<file path="src/rtl/seven_seg_scanner_pkg.sv">
// Shared display constants and helpers for the calculator display paths.
// The package name is shared with the other display consumers.
package calc_disp_pkg;

    typedef logic [3:0] disp_code_t;

    localparam disp_code_t CODE_BLANK = 4'hE;
    localparam disp_code_t CODE_NEG   = 4'hF;

    // Segment order {g,f,e,d,c,b,a}; 0 lights the segment
    localparam logic [6:0] SEG_BLANK = 7'h7F;
    localparam logic [6:0] SEG_MINUS = 7'h3F;
    localparam logic [6:0] SEG_E     = 7'h06;

    function automatic int unsigned calc_div(input int unsigned clk_hz, input int unsigned refresh_hz);
        if (refresh_hz == 32'd0) begin
            return 32'd0;
        end else begin
            return clk_hz / refresh_hz;
        end
    endfunction

endpackage

</file>
<file path="src/rtl/seven_seg_scanner_if.sv">
// Code/strobe inputs and display pin bundle of the 4-digit scanner.
interface seven_seg_scanner_if;
    logic [3:0] digit0;
    logic [3:0] digit1;
    logic [3:0] digit2;
    logic [3:0] digit3;
    logic [3:0] dp_in;
    logic       load;
    logic       blank_lz;
    logic [6:0] seg;
    logic       dp;
    logic [3:0] an;
    logic       frame_done;

    modport master (
        output digit0, digit1, digit2, digit3, dp_in, load, blank_lz,
        input  seg, dp, an, frame_done
    );

    modport slave (
        input  digit0, digit1, digit2, digit3, dp_in, load, blank_lz,
        output seg, dp, an, frame_done
    );
endinterface

</file>
<file path="src/rtl/seven_seg_scanner_seg7_decode.sv">
// Combinational display-code to active-low 7-segment pattern decoder.
module seg7_decode
    import calc_disp_pkg::*;
(
    input  logic [3:0] code,
    output logic [6:0] seg
);

    // Code to segment pattern lookup
    always_comb begin
        seg = SEG_BLANK;
        case (code)
            4'h0:    seg = 7'b1000000;
            4'h1:    seg = 7'b1111001;
            4'h2:    seg = 7'b0100100;
            4'h3:    seg = 7'b0110000;
            4'h4:    seg = 7'b0011001;
            4'h5:    seg = 7'b0010010;
            4'h6:    seg = 7'b0000010;
            4'h7:    seg = 7'b1111000;
            4'h8:    seg = 7'b0000000;
            4'h9:    seg = 7'b0010000;
            4'hA, 4'hB, 4'hC, 4'hD: seg = SEG_E;
            CODE_BLANK: seg = SEG_BLANK;
            CODE_NEG:   seg = SEG_MINUS;
            default: seg = SEG_BLANK;
        endcase
    end

endmodule

</file>
<file path="src/rtl/seven_seg_scanner.sv">
// Time-multiplexed 4-digit common-anode scanner; new codes take effect only at frame wrap.
module seven_seg_scanner
    import calc_disp_pkg::*;
#(
    parameter int unsigned CLK_HZ     = 100_000_000,
    parameter int unsigned REFRESH_HZ = 4000,
    parameter int unsigned BLANK_CYC  = 2
) (
    input logic clk,
    input logic rst_n,
    seven_seg_scanner_if.slave bus
);

    localparam int unsigned DIV = calc_div(CLK_HZ, REFRESH_HZ);
    localparam int unsigned PW  = (DIV > 32'd1) ? $clog2(DIV) : 32'd1;
    localparam logic [PW-1:0] PRE_LAST  = PW'(DIV - 32'd1);
    localparam logic [PW-1:0] PRE_BLANK = PW'(BLANK_CYC);

    if (DIV < 32'd4 || BLANK_CYC >= DIV) begin : g_param_check
        $error("seven_seg_scanner: need DIV >= 4 and BLANK_CYC < DIV");
    end

    logic [PW-1:0]        pre_r;
    logic [1:0]           idx_r;
    logic [3:0][3:0]      pend_r;
    logic [3:0][3:0]      act_r;
    logic [3:0]           pend_dp_r;
    logic [3:0]           act_dp_r;
    logic [3:0]           an_r;
    logic [6:0]           seg_r;
    logic                 dp_r;
    logic                 fd_r;

    logic                 tick_s;
    logic                 wrap_s;
    logic [3:0][3:0]      load_codes_s;
    logic [3:0]           lz_s;
    logic [3:0]           dec_code_s;
    logic [6:0]           dec_seg_s;
    logic [3:0]           an_nxt_s;
    logic [6:0]           seg_nxt_s;
    logic                 dp_nxt_s;

    assign tick_s       = (pre_r == PRE_LAST);
    assign wrap_s       = tick_s && (idx_r == 2'd3);
    assign load_codes_s = {bus.digit3, bus.digit2, bus.digit1, bus.digit0};

    // Slot timing: prescaler and digit index
    always_ff @(posedge clk or negedge rst_n) begin
        if (!rst_n) begin
            pre_r <= '0;
            idx_r <= 2'd0;
        end else if (tick_s) begin
            pre_r <= '0;
            idx_r <= idx_r + 2'd1;
        end else begin
            pre_r <= pre_r + PW'(1);
        end
    end

    // Pending codes follow load; active codes swap only at the frame wrap
    always_ff @(posedge clk or negedge rst_n) begin
        if (!rst_n) begin
            pend_r    <= {4{CODE_BLANK}};
            act_r     <= {4{CODE_BLANK}};
            pend_dp_r <= 4'h0;
            act_dp_r  <= 4'h0;
        end else begin
            if (bus.load) begin
                pend_r    <= load_codes_s;
                pend_dp_r <= bus.dp_in;
            end
            if (wrap_s) begin
                act_r    <= bus.load ? load_codes_s : pend_r;
                act_dp_r <= bus.load ? bus.dp_in    : pend_dp_r;
            end
        end
    end

    // Leading-zero mask: a digit blanks only if it and every digit to its left is 0
    always_comb begin
        lz_s    = 4'h0;
        lz_s[3] = bus.blank_lz && (act_r[3] == 4'h0);
        lz_s[2] = lz_s[3] && (act_r[2] == 4'h0);
        lz_s[1] = lz_s[2] && (act_r[1] == 4'h0);
        lz_s[0] = 1'b0;
        dec_code_s = lz_s[idx_r] ? CODE_BLANK : act_r[idx_r];
    end

    seg7_decode u_decode (
        .code (dec_code_s),
        .seg  (dec_seg_s)
    );

    // Next pin values: anti-ghost gap at slot start, then the selected digit
    always_comb begin
        an_nxt_s  = 4'hF;
        seg_nxt_s = SEG_BLANK;
        dp_nxt_s  = 1'b1;
        if (pre_r >= PRE_BLANK) begin
            an_nxt_s[idx_r] = 1'b0;
            seg_nxt_s       = dec_seg_s;
            dp_nxt_s        = ~act_dp_r[idx_r];
        end else begin
            an_nxt_s  = 4'hF;
            seg_nxt_s = SEG_BLANK;
            dp_nxt_s  = 1'b1;
        end
    end

    // Registered display pins
    always_ff @(posedge clk or negedge rst_n) begin
        if (!rst_n) begin
            an_r  <= 4'hF;
            seg_r <= SEG_BLANK;
            dp_r  <= 1'b1;
            fd_r  <= 1'b0;
        end else begin
            an_r  <= an_nxt_s;
            seg_r <= seg_nxt_s;
            dp_r  <= dp_nxt_s;
            fd_r  <= wrap_s;
        end
    end

    assign bus.an         = an_r;
    assign bus.seg        = seg_r;
    assign bus.dp         = dp_r;
    assign bus.frame_done = fd_r;

endmodule

</file>
<file path="src/flat_wrapper.sv">
// flat-port wrapper written by rule: the top's interface ports become plain ports
module seven_seg_scanner_flat import calc_disp_pkg::*;
#(
    parameter int unsigned CLK_HZ     = 100_000_000,
    parameter int unsigned REFRESH_HZ = 4000,
    parameter int unsigned BLANK_CYC  = 2
)
  (clk, rst_n, bus_digit0, bus_digit1, bus_digit2, bus_digit3, bus_dp_in, bus_load, bus_blank_lz, bus_seg, bus_dp, bus_an, bus_frame_done);
  seven_seg_scanner_if bus_i ();
  input logic clk;
  input logic rst_n;
  input wire logic [$bits(bus_i.digit0)-1:0] bus_digit0;
  input wire logic [$bits(bus_i.digit1)-1:0] bus_digit1;
  input wire logic [$bits(bus_i.digit2)-1:0] bus_digit2;
  input wire logic [$bits(bus_i.digit3)-1:0] bus_digit3;
  input wire logic [$bits(bus_i.dp_in)-1:0] bus_dp_in;
  input wire logic [$bits(bus_i.load)-1:0] bus_load;
  input wire logic [$bits(bus_i.blank_lz)-1:0] bus_blank_lz;
  output wire logic [$bits(bus_i.seg)-1:0] bus_seg;
  output wire logic [$bits(bus_i.dp)-1:0] bus_dp;
  output wire logic [$bits(bus_i.an)-1:0] bus_an;
  output wire logic [$bits(bus_i.frame_done)-1:0] bus_frame_done;
  assign bus_i.digit0 = bus_digit0;
  assign bus_i.digit1 = bus_digit1;
  assign bus_i.digit2 = bus_digit2;
  assign bus_i.digit3 = bus_digit3;
  assign bus_i.dp_in = bus_dp_in;
  assign bus_i.load = bus_load;
  assign bus_i.blank_lz = bus_blank_lz;
  assign bus_seg = bus_i.seg;
  assign bus_dp = bus_i.dp;
  assign bus_an = bus_i.an;
  assign bus_frame_done = bus_i.frame_done;
  seven_seg_scanner #(.CLK_HZ(CLK_HZ), .REFRESH_HZ(REFRESH_HZ), .BLANK_CYC(BLANK_CYC)) u_core (.clk(clk), .rst_n(rst_n), .bus(bus_i));
endmodule
</file>
<file path="config.mk">
export PLATFORM = sky130hd
export DESIGN_NAME = seven_seg_scanner_flat
export DESIGN_NICKNAME = d
export VERILOG_FILES = /design/src/rtl/seven_seg_scanner_pkg.sv /design/src/rtl/seven_seg_scanner_if.sv /design/src/rtl/seven_seg_scanner_seg7_decode.sv /design/src/rtl/seven_seg_scanner.sv /design/src/flat_wrapper.sv
export SDC_FILE = /design/constraint.sdc
export NUM_CORES = 1
export LEC_CHECK = 0
export ABC_AREA = 1
export CORE_MARGIN = 4
export CORE_UTILIZATION = 60
export DETAILED_ROUTE_END_ITERATION = 10
export GPL_TIMING_DRIVEN = 0
export PLACE_DENSITY = 0.95
export SYNTH_ARGS = -nofsm -noshare
export SYNTH_HDL_FRONTEND = slang
export SYNTH_SLANG_ARGS = --single-unit
</file>
<file path="constraint.sdc">
create_clock -name clk -period 3.2 [get_ports clk]
set_input_delay 0.48 -clock clk [delete_from_list [all_inputs] [get_ports clk]]
set_output_delay 0.48 -clock clk [all_outputs]
set_load 0.01 [all_outputs]
</file>
==> run_results.csv <==
group,metric,value,unit
drt,routed-via-count,2721,
layout,syn2layout_area_growth,19.01,%
pwr,pwr-share-comb,0.049,
synthesis,yosysSeqAreaShare,0.5291,
sta,fmax,501.2,MHz
die,initial_core_util,0.6167,
synthesis,synth_fp_nets,434,
pwr,powerDensity,426.0,nW/µm²
drt,wl_per_cell,12.85,µm
global_routing,grt_overflow,0,
synthesis,synth_most_common_cell,"nand2_1",
synthesis,post-synth-top-area-cell,"dfstp_2",
critical_path,path_delay_family,"simple AND/OR/NAND/NOR gates",
die,dieArea,6927,µm²
synthesis,synth_ff_type,"dfstp_2",
clock_network,htreeDepth,3,
sta,fin_crit_sh,0.6235,
sta,finalCriticalPeriod,1995,ps
critical_path,worst-path-buf-inv,2,
sta,tns,0,ps
drt,drtIter0Drc,158,
pwr,seqPwrFrac,0.537,
clock_network,cts_tree,"built",
synthesis,synth_edf_count,0,
synthesis,avgSynthCellArea,8.511,µm²
pwr,peakVddDrop,434.9,µV
run,cap_viol_max_count,0,
clock_network,clock-root-buffer,"clkbuf_8",
place,place_inst,507,
critical_path,crit_arrival,2270,ps
place,gp_congestion,0.9367,
sta,slew_violations,0,
synthesis,yosysWarnings,0,
pwr,switching_power,402.0,µW
die,chipWidth,83.23,µm
sta,rsz0062_at_grt,"no",
global_routing,grt_pass1_wl,11630,µm
pwr,switching_share,0.2335,
synthesis,synth_area,3396,µm²
global_routing,grt_antenna_before_repair,0,
critical_path,crit_top_cell,"nand2_1",
worst_hold_path,hp-class,"in -> async",
drt,route.detailed.drc,0,
synthesis,synthArstFlopShare,1.000,
global_routing,grt_pass1_vias,2738,
global_routing,grt.total_usage,0.2087,
synthesis,ys_top_cells_by_count,"153 x nand2_1, 36 x dfstp_2, 34 x dfrtp_1, 33 x inv_1, 27 x nor2_1",
pwr,p_clk_frac,0.414,
die,rows,27,
place,place_hpwl,4922,µm
layout,finalNonFillerCells,523,
clock_network,postCtsSetupBuffers,0,
critical_path,path_cells,"inv_2, nor2_1, nand3_1, nand2_1, nand3_2, nand2_1, inv_1, ha_1, nor2_1, nor2_1, nand2_1, nand2_1",
critical_path,worst_setup_path_end_kind,"flip-flop",
critical_path,cp_data_required_time,3480,ps
drt,dr.pass1.iters,6,
clock_network,clock_sinks,70,
critical_path,max_stage_delay,500,ps
clock_network,clkTransAtPathRegs,70,ps
layout,n_antenna_cell,0,
clock_network,max-clock-path-buffers,2,
critical_path,critPathSlowestCell,"dfrtp_1",
clock_network,cts_hold_buf,0,
die,core,5507,µm²
pwr,leakage,0.002014,µW
synthesis,synth_area_leaders,"dfstp_2 28%, dfrtp_1 25%, nand2_1 17%, ha_1 4.1%, inv_1 3.6%",
synthesis,ys_types,29,
drt,detail-route-antenna-nets,0,
synthesis,ys_seq_elements,70,
pwr,p_int,1320,µW
synthesis,synth_top_area_share,0.2786,
drt,viasPerCell,5.203,
run_status,status,"finished, final reports clean",
sta,worst-slew-pin-transition,823.9,ps
die,ios,37,
sta,relSlewSlack,0.4507,
drt,wirelength,6722,µm
sta,fin_skew,9.145,ps
layout,fin_nets,481,
layout,layout-drive-gt1-share,0.1973,
sta,timing.final.hold_violations,0,
pwr,finalPower,1722,µW
critical_path,crit_fanout,11,
clock_network,clk_latency,350,ps
critical_path,start_kind,"flip-flop",
synthesis,syn_inst,399,
clock_network,cts_buffers,9,
sta,finalSetupViolCount,0,
die,die_h,83.23,µm
critical_path,critical_path_class,"reg -> reg",
clock_network,post_cts_resized,0,
place,port_buffers,36,
global_routing,grt_max_degree,71,
[power by group through the flow]
stage | combinational [µW] | sequential [µW] | clock [µW]
after global placement | 83.8 | 938 | 0
final | 84.8 | 924 | 713
after detailed placement | 86.8 | 939 | 0
after global routing | 96.7 | 926 | 777
after floorplan | 33.8 | 937 | 0
after CTS | 87.3 | 924 | 728
[final timing paths]
kind / startpoint / end / slack [ps] / cells after the start
max: u_core.idx_r[0]$_DFFE_PN0N_ / u_core.bus.seg[0]$_DFF_PN1_ / 1200 / 12
min: rst_n / u_core.pre_r[6]$_DFF_PN0_ / 210 / 1
max reg2reg: u_core.idx_r[0]$_DFFE_PN0N_ / u_core.bus.seg[0]$_DFF_PN1_ / 1200 / 12
min reg2reg: u_core.act_r[3]$_DFFE_PN1P_ / u_core.act_r[3]$_DFFE_PN1P_ / 480 / 2
max in group asynchronous: rst_n / u_core.pre_r[10]$_DFF_PN0_ / 2440 / 1
min in group clk: u_core.act_r[3]$_DFFE_PN1P_ / u_core.act_r[3]$_DFFE_PN1P_ / 480 / 2
[worst register-to-register path, delay by kind of cell (launching register included)]
kind,cells,cell delay [ps]
and+or+nand+nor,9,950
DFF,1,500
buffers and inverters,2,260
adders and majority gates,1,220
[area by class of cell]
| type | instances | area [µm²] |
|---|---|---|
| multi-input cells | 282 | 1381 |
| repair buffers | 36 | 357.8 |
| clock buffers | 10 | 127.6 |
| clock inverters | 6 | 70.07 |
| well taps | 72 | 90.09 |
| inverters | 38 | 147.6 |
| flip-flops and latches | 70 | 1797 |
| plain buffers | 9 | 70.07 |
| fillers | 410 | 1465 |
[metrics by stage]
step / hold slack [ps] / utilization / setup slack, ps / area (µm²)
detailed placement: 459.9 / 0.6980 / 1025 / 3844
floorplan: 184.4 / - / 1582 / 3396
global placement: 460.0 / 0.6985 / -423.8 / 3846
CTS: 249.4 / 0.7339 / 1255 / 4041
finish: 209.6 / 0.7339 / 1205 / 4041
global route: 274.6 / 0.7339 / 1038 / 4041
[metal layers]
| layer | share of wire | track usage | vias to the layer above |
|---|---|---|---|
| li1 | - | - | 1341 |
| met1 | 0.39 | 0.2278 | 1258 |
| met2 | 0.52 | 0.3688 | 107 |
| met3 | 0.066 | 0.07044 | 15 |
| met4 | 0.019 | 0.08618 | 0 |
| met5 | 0 | 0 | - |
[layout by cell type (no fill, tap or decap), drive strengths merged, types with 4 or more instances in the layout]
cell,Yosys,layout
ha,11,11
clkinv,1,4
nand3,20,20
xor2,5,5
dfrtp,34,34
a21oi,7,7
nand4,9,9
inv,37,39
nand2,172,172
nor2,28,28
o21ai,13,13
nor3,12,12
clkbuf,4,14
dfstp,36,36
buf,5,6
clkdlybuf4s50,0,35
[cells by family (layout without fill, tap and decap cells)]
kind of cell / Yosys count / in the layout / share of synthesized area
simple gates: 243 / 243 / 0.3147
mux: 1 / 1 / 0.004052
buf+inv: 47 / 99 / 0.06411
flops: 70 / 70 / 0.5291
xor+xnor: 5 / 5 / 0.01290
compound gates: 22 / 22 / 0.03464
fa+ha+maj: 11 / 11 / 0.04053
[registers in the layout, indices dropped and copies added, names as in the netlist]
register and cells:
u_core.pend_r 16, u_core.bus.an 4, u_core.bus.seg 7, u_core.pend_dp_r 4, u_core.pre_r 15, u_core.idx_r 2
u_core.act_dp_r 4, u_core.bus.dp 1, u_core.act_r 16, u_core.bus.frame_done 1
No activity file was read; power rests on OpenSTA's default activity.
